**src/rtl/wb_pkg.sv**
```systemverilog
// Shared types and constants for the writeback arbiter and its load-return FIFO.
package wb_pkg;

    localparam int XLEN = 32;

    typedef struct packed {
        logic [4:0]      addr;
        logic [XLEN-1:0] data;
    } wb_req_t;

endpackage

```
**src/rtl/wb_fifo.sv**
```systemverilog
// Small load-return FIFO; exposes per-entry valid/address so the top can
// build the pending-destination mask without extra bookkeeping.
module wb_fifo
    import wb_pkg::*;
#(
    parameter  int DEPTH = 2,
    localparam int AW    = $clog2(DEPTH),
    localparam int CW    = AW + 1
) (
    input  logic                  clk_i,
    input  logic                  rst_ni,
    input  logic                  push_i,
    input  wb_req_t               push_data_i,
    input  logic                  pop_i,
    output logic [CW-1:0]         count_o,
    output wb_req_t               head_o,
    output logic [DEPTH-1:0]      ent_valid_o,
    output logic [DEPTH-1:0][4:0] ent_addr_o
);

    wb_req_t [DEPTH-1:0] mem_q;
    logic    [AW-1:0]    wr_ptr_q, wr_ptr_d;
    logic    [AW-1:0]    rd_ptr_q, rd_ptr_d;
    logic    [CW-1:0]    count_q, count_d;
    logic    [DEPTH-1:0] valid_q, valid_d;

    // Next-state for pointers, occupancy and per-entry valid bits.
    always_comb begin
        wr_ptr_d = push_i ? (wr_ptr_q + AW'(1)) : wr_ptr_q;
        rd_ptr_d = pop_i  ? (rd_ptr_q + AW'(1)) : rd_ptr_q;
        case ({push_i, pop_i})
            2'b10:   count_d = count_q + CW'(1);
            2'b01:   count_d = count_q - CW'(1);
            default: count_d = count_q;
        endcase
        // Push and pop never address the same slot: pop needs a non-empty
        // FIFO and push needs a non-full one.
        valid_d           = valid_q;
        valid_d[rd_ptr_q] = valid_q[rd_ptr_q] & ~pop_i;
        valid_d[wr_ptr_q] = valid_d[wr_ptr_q] | push_i;
    end

    // Control state register.
    always_ff @(posedge clk_i or negedge rst_ni) begin
        if (!rst_ni) begin
            wr_ptr_q <= '0;
            rd_ptr_q <= '0;
            count_q  <= '0;
            valid_q  <= '0;
        end else begin
            wr_ptr_q <= wr_ptr_d;
            rd_ptr_q <= rd_ptr_d;
            count_q  <= count_d;
            valid_q  <= valid_d;
        end
    end

    // Entry storage.
    always_ff @(posedge clk_i or negedge rst_ni) begin
        if (!rst_ni) begin
            mem_q <= '0;
        end else if (push_i) begin
            mem_q[wr_ptr_q] <= push_data_i;
        end else begin
            mem_q <= mem_q;
        end
    end

    assign count_o     = count_q;
    assign head_o      = mem_q[rd_ptr_q];
    assign ent_valid_o = valid_q;

    // Per-entry destination address for the pending mask.
    always_comb begin
        for (int i = 0; i < DEPTH; i++) begin
            ent_addr_o[i] = mem_q[i].addr;
        end
    end

endmodule

```
**src/rtl/wb_arbiter.sv**
```systemverilog
// Writeback arbiter: ALU results win, buffered loads are forced through after
// STARVE_LIMIT lost cycles, and x0 writes are suppressed at the register.
module wb_arbiter
    import wb_pkg::*;
#(
    parameter int LD_DEPTH     = 2,
    parameter int STARVE_LIMIT = 4
) (
    input  logic            clk_i,
    input  logic            rst_ni,
    input  logic            alu_valid_i,
    output logic            alu_ready_o,
    input  logic [4:0]      alu_rd_addr_i,
    input  logic [XLEN-1:0] alu_rd_i,
    input  logic            ld_valid_i,
    output logic            ld_ready_o,
    input  logic [4:0]      ld_rd_addr_i,
    input  logic [XLEN-1:0] ld_rd_i,
    output logic [4:0]      rd_addr_o,
    output logic [XLEN-1:0] rd_o,
    output logic            wr_o,
    output logic [XLEN-1:0] ld_pend_mask_o
);

    localparam int CW = $clog2(LD_DEPTH) + 1;
    localparam int WW = $clog2(STARVE_LIMIT + 1);
    localparam logic [CW-1:0] DEPTH_C = CW'(LD_DEPTH);
    localparam logic [WW-1:0] LIMIT_C = WW'(STARVE_LIMIT);

    logic [CW-1:0]            count_s;
    wb_req_t                  head_s;
    wb_req_t                  push_req_s;
    logic [LD_DEPTH-1:0]      ent_valid_s;
    logic [LD_DEPTH-1:0][4:0] ent_addr_s;
    logic                     push_s, nempty_s, force_ld_s;
    logic                     alu_gnt_s, ld_gnt_s;
    logic [WW-1:0]            wait_q, wait_d;
    logic [4:0]               rd_addr_q, rd_addr_d;
    logic [XLEN-1:0]          rd_q, rd_d;
    logic                     wr_q, wr_d;
    logic [XLEN-1:0]          mask_s;

    assign push_req_s = '{addr: ld_rd_addr_i, data: ld_rd_i};
    assign nempty_s   = (count_s != '0);
    // Space is judged on the current count only; a same-cycle pop does not help.
    assign ld_ready_o = (count_s < DEPTH_C);
    assign push_s     = ld_valid_i && ld_ready_o;
    assign force_ld_s = nempty_s && (wait_q == LIMIT_C);
    assign alu_ready_o = !force_ld_s;
    assign alu_gnt_s  = alu_valid_i && !force_ld_s;
    assign ld_gnt_s   = !alu_gnt_s && nempty_s;

    wb_fifo #(
        .DEPTH (LD_DEPTH)
    ) u_fifo (
        .clk_i       (clk_i),
        .rst_ni      (rst_ni),
        .push_i      (push_s),
        .push_data_i (push_req_s),
        .pop_i       (ld_gnt_s),
        .count_o     (count_s),
        .head_o      (head_s),
        .ent_valid_o (ent_valid_s),
        .ent_addr_o  (ent_addr_s)
    );

    // Grant mux, x0 filtering and starvation counter next-state.
    always_comb begin
        if (alu_gnt_s) begin
            rd_addr_d = alu_rd_addr_i;
            rd_d      = alu_rd_i;
        end else if (ld_gnt_s) begin
            rd_addr_d = head_s.addr;
            rd_d      = head_s.data;
        end else begin
            rd_addr_d = rd_addr_q;
            rd_d      = rd_q;
        end
        wr_d = (alu_gnt_s || ld_gnt_s) && (rd_addr_d != 5'd0);

        if (!nempty_s || ld_gnt_s) begin
            wait_d = '0;
        end else if (wait_q != LIMIT_C) begin
            wait_d = wait_q + WW'(1);
        end else begin
            wait_d = wait_q;
        end
    end

    // Output register and starvation counter.
    always_ff @(posedge clk_i or negedge rst_ni) begin
        if (!rst_ni) begin
            wr_q      <= 1'b0;
            rd_addr_q <= 5'd0;
            rd_q      <= '0;
            wait_q    <= '0;
        end else begin
            wr_q      <= wr_d;
            rd_addr_q <= rd_addr_d;
            rd_q      <= rd_d;
            wait_q    <= wait_d;
        end
    end

    // Pending-destination mask straight from live FIFO entries.
    always_comb begin
        mask_s = '0;
        for (int i = 0; i < LD_DEPTH; i++) begin
            mask_s[ent_addr_s[i]] = mask_s[ent_addr_s[i]] | ent_valid_s[i];
        end
        mask_s[0] = 1'b0;
    end

    assign ld_pend_mask_o = mask_s;
    assign rd_addr_o      = rd_addr_q;
    assign rd_o           = rd_q;
    assign wr_o           = wr_q;

endmodule

```
**config.mk**
```make
export PLATFORM = sky130hd
export DESIGN_NAME = wb_arbiter
export DESIGN_NICKNAME = d
export VERILOG_FILES = /design/src/rtl/wb_pkg.sv /design/src/rtl/wb_fifo.sv /design/src/rtl/wb_arbiter.sv
export SDC_FILE = /design/constraint.sdc
export NUM_CORES = 1
export LEC_CHECK = 0
export ABC_AREA = 1
export CORE_ASPECT_RATIO = 0.75
export CORE_MARGIN = 5
export CORE_UTILIZATION = 51
export CTS_CLUSTER_SIZE = 25
export DETAILED_ROUTE_END_ITERATION = 6
export HOLD_SLACK_MARGIN = 0.05
export PLACE_DENSITY = 0.81
export RECOVER_POWER = 25
export REMOVE_ABC_BUFFERS = 1
export SLEW_MARGIN = 30
export SYNTH_ARGS = -nofsm -noshare
export SYNTH_HDL_FRONTEND = slang
export SYNTH_HIERARCHICAL = 1
export SYNTH_SLANG_ARGS = --single-unit
```
**constraint.sdc**
```tcl
create_clock -name clk_i -period 2.6 [get_ports clk_i]
set_input_delay 0.52 -clock clk_i [delete_from_list [all_inputs] [get_ports clk_i]]
set_output_delay 0.52 -clock clk_i [all_outputs]
set_load 0.01 [all_outputs]
```
==> flow_metrics.tcl <==
set metrics [dict create \
    fillers 995 \
    cp.arrival_ns 2.22 \
    tritoncts "built" \
    drive_above_1_share_pct 19.5 \
    cp_common_cell "nor2_2" \
    finalCritPeriodShare_pct 105 \
    ys_seq_area_share_pct 45.5 \
    grt_setup_unrepaired "yes" \
    ys_ff_latch 121 \
    synth_fa_ha_area_share_pct 0.564 \
    async_reset_ff_share_pct 100 \
    crit_path_max_fanout 7 \
    yosysUniqueCellTypes 29 \
    synth_simple_gate_area_share_pct 32.4 \
    syn2layout_area_growth_pct 41.3 \
    cts_root_buf "clkbuf_16" \
    clock_skew_ns 0.00719 \
    place.gp.congestion 0.925 \
    crit_path_end_kind "output port" \
    yosys-top-cells-area "dfrtp_1 45%, nand2_1 23%, nand3_1 5.7%" \
    clk_latency_ns 0.40 \
    antenna_found_initial 0 \
    post_drt_wl_per_cell_um 16.0 \
    dpl_worst_slack_ns -0.0521 \
    drcViolationCount 0 \
    reg2reg_slack_ns 0.44 \
    ys_warn_count 6 \
    syn_area_um2 6660 \
    synth_edf_count 0 \
    cpPeakStageDelay_ns 0.44 \
    start_util_pct 51.7 \
    drtPass1Iterations 6 \
    hold_viol_final 0 \
    clk_pin_slew_ns 0.06 \
    cp_slowest_cell "dfrtp_2" \
    use_met1_pct 35.8 \
    fin_area_um2 9410 \
    setup_viol 31 \
    overflow 0 \
    path_class "register to output port" \
    dpl_cell_area_um2 8410 \
    synth.top_cells.by_count "411 x nand2_1, 121 x dfrtp_1, 78 x inv_1" \
    clock_path_buffers 2 \
    synthMuxAreaShare_pct 0 \
    antenna_cells 0 \
    outcome "finished, violations left" \
    relSlewSlack_pct 31.0 \
    cp.required_ns 2.08 \
    timing.final.ws_setup_ns -0.138 \
    violations "setup timing" \
    hpwlAfterDp_um 12400 \
    grtUsageMet3_pct 5.96 \
    io_buffers 148 \
    numCtsBuffers 17 \
    yosys_most_used_dff "dfrtp_1" \
    synth_area_leader_cell "dfrtp_1" \
    top_usage_layer "met2" \
    die_w_um 142 \
    ir_drop_v 0.000681 \
    ant_nets 0 \
    grt_use_met2_pct 41.3 \
    synth_most_common_cell "nand2_1" \
    grt_pass1_vias 6469 \
    pin_count 150 \
    drt_iter0_markers 877 \
    synth_top_area_share_pct 45.5 \
    synth_area_per_cell_um2 7.32 \
    tightest_slew_ns 1.04 \
    vias 6749 \
    synth_top_family_by_area "simple AND/OR/NAND/NOR gates" \
    p_per_area_nw_per_um2 1150 \
    maxCapViolations 0 \
    wl_um 20200 \
    core_region_area_um2 12900 \
    synth-compound-area-share_pct 11.4 \
    grt_start_max_net_pins 77 \
    die_h_um 109 \
    dieArea_um2 15500 \
    power.leakage_uw 0.00483 \
    fmax_ghz 0.365 \
    synthCells 910 \
    hold_class "input pin to asynchronous set/reset pin" \
    timing.hold.ws_ns 0.262 \
    grt.total_usage_pct 25.9 \
    power_uw 10800 \
    crit_path_start_kind "register" \
    nets 1164 \
    maxSlewViolCount 0 \
    synth-xor-area-share_pct 0.395 \
    path_cells "inv_2 -> buf_6 -> nand3_2 -> nor2_2 -> nor2_2 -> nor2_2 -> nor2_2 -> nand3_4 -> buf_4 -> buf_12 -> o21bai_4 -> nand2_2 -> buf_6" \
    grt_pass1_wl_um 32100 \
    rows 36 \
    via_per_inst 5.33 \
    h-tree-depth 4 \
    finalCriticalPeriod_ns 2.74 \
    cts.sink_count 121 \
]
[critical path, delay by kind of cell (launching register included)]
kind,cells,cell delay (ns)
DFF,1,0.44
and+or+nand+nor,7,0.60
buffers and inverters,5,0.63
AOI/OAI and AO/OA,1,0.14
[worst paths after layout]
path	to	start	cells past startpoint
min	u_fifo/mem_q[31]$_DFFE_PN0P_	rst_ni	1
max	ld_pend_mask_o[11]	u_fifo/ent_addr_o[2]$_DFFE_PN0P_	13
min reg2reg	u_fifo/mem_q[21]$_DFFE_PN0P_	u_fifo/mem_q[21]$_DFFE_PN0P_	2
max reg2reg	wr_o$_DFF_PN0_	u_fifo/rd_ptr_q$_DFFE_PN0P_	8
min in group clk_i	u_fifo/mem_q[21]$_DFFE_PN0P_	u_fifo/mem_q[21]$_DFFE_PN0P_	2
max in group asynchronous	u_fifo/ent_addr_o[5]$_DFFE_PN0P_	rst_ni	2
[cell type report]
cell class,instances,area [µm²],share of cell area [%]
Multi-Input combinational cell,652,3270,34.7
Sequential cell,121,3040,32.3
Timing Repair Buffer,209,1980,21.0
Clock buffer,19,453,4.81
Inverter,82,315,3.35
Tap cell,171,214,2.27
Clock inverter,12,150,1.60
[cells in the final DEF (no fill, tap or decap), types with 4 or more instances in the layout]
master           Yosys  routed
buf_12               0       7
buf_2               14      27
buf_4               15      40
buf_6                8      13
clkbuf_16            0      18
clkdlybuf4s50_1      0     116
clkinv_2             0       4
dfrtp_1            121     114
dfrtp_2              0       7
inv_1               78      73
inv_2                4       7
nand2_1            411     402
nand2_2              2      10
nand3_1             76      67
nand3_2              1       5
nand3_4              0       5
nor2_1              31      20
nor2_2               2       7
nor2_4               3       9
o21ai_0             46      46
o21ai_1             21      20
o21ai_2             11      12
o21bai_1            11      10
o21bai_2            20       9
o21bai_4             0      12
[sequential cells by signal, summed over array words and instances (netlist names)]
| register | flops |
|---|---|
| rd_addr_o | 5 |
| rd_o | 32 |
| u_fifo/count_o | 2 |
| u_fifo/ent_addr_o | 10 |
| u_fifo/ent_valid_o | 2 |
| u_fifo/mem_q | 64 |
| u_fifo/rd_ptr_q | 1 |
| u_fifo/wr_ptr_q | 1 |
| wait_q | 3 |
| wr_o | 1 |
[stage by stage]
step	instances	setup TNS, ns	util (%)
detailed placement	1215	-1.23	65.3
finish	1266	-3.59	73.1
global placement	1215	-0.568	65.3
CTS	1265	-1.17	71.9
floorplan	855	-0.463	-
global route	1266	-7.42	73.1
[power by group]
part	switching, µW	internal [µW]
Combinational	2900	2140
Sequential	621	2730
Clock	847	1550
Total	4370	6410
[what timing repair did]
| action | in CTS | in global routing |
|---|---|---|
| pin swaps | 9 | 19 |
| setup buffers | 16 | 3 |
| hold buffers | 0 | 0 |
| resized for setup | 172 | 40 |
| setup endpoints to repair | 31 | 31 |
| cloned | 3 | 1 |
[kinds of logic (layout without fill, tap and decap cells)]
family                     after synthesis  in the layout
AOI/OAI and AO/OA                      113            113
xor gates and xnor gates                 3              3
adders and majority gates                3              3
buffers and inverters                  137            322
DFF                                    121            121
other                                    1              1
and+or+nand+nor                        532            532
[metal layers]
metal	up-vias	routed length, µm
met3	42	1680
met4	0	387
met1	3216	8610
met5	-	0
met2	306	9530
li1	3185	-
Power figures use the tool's default switching activity.
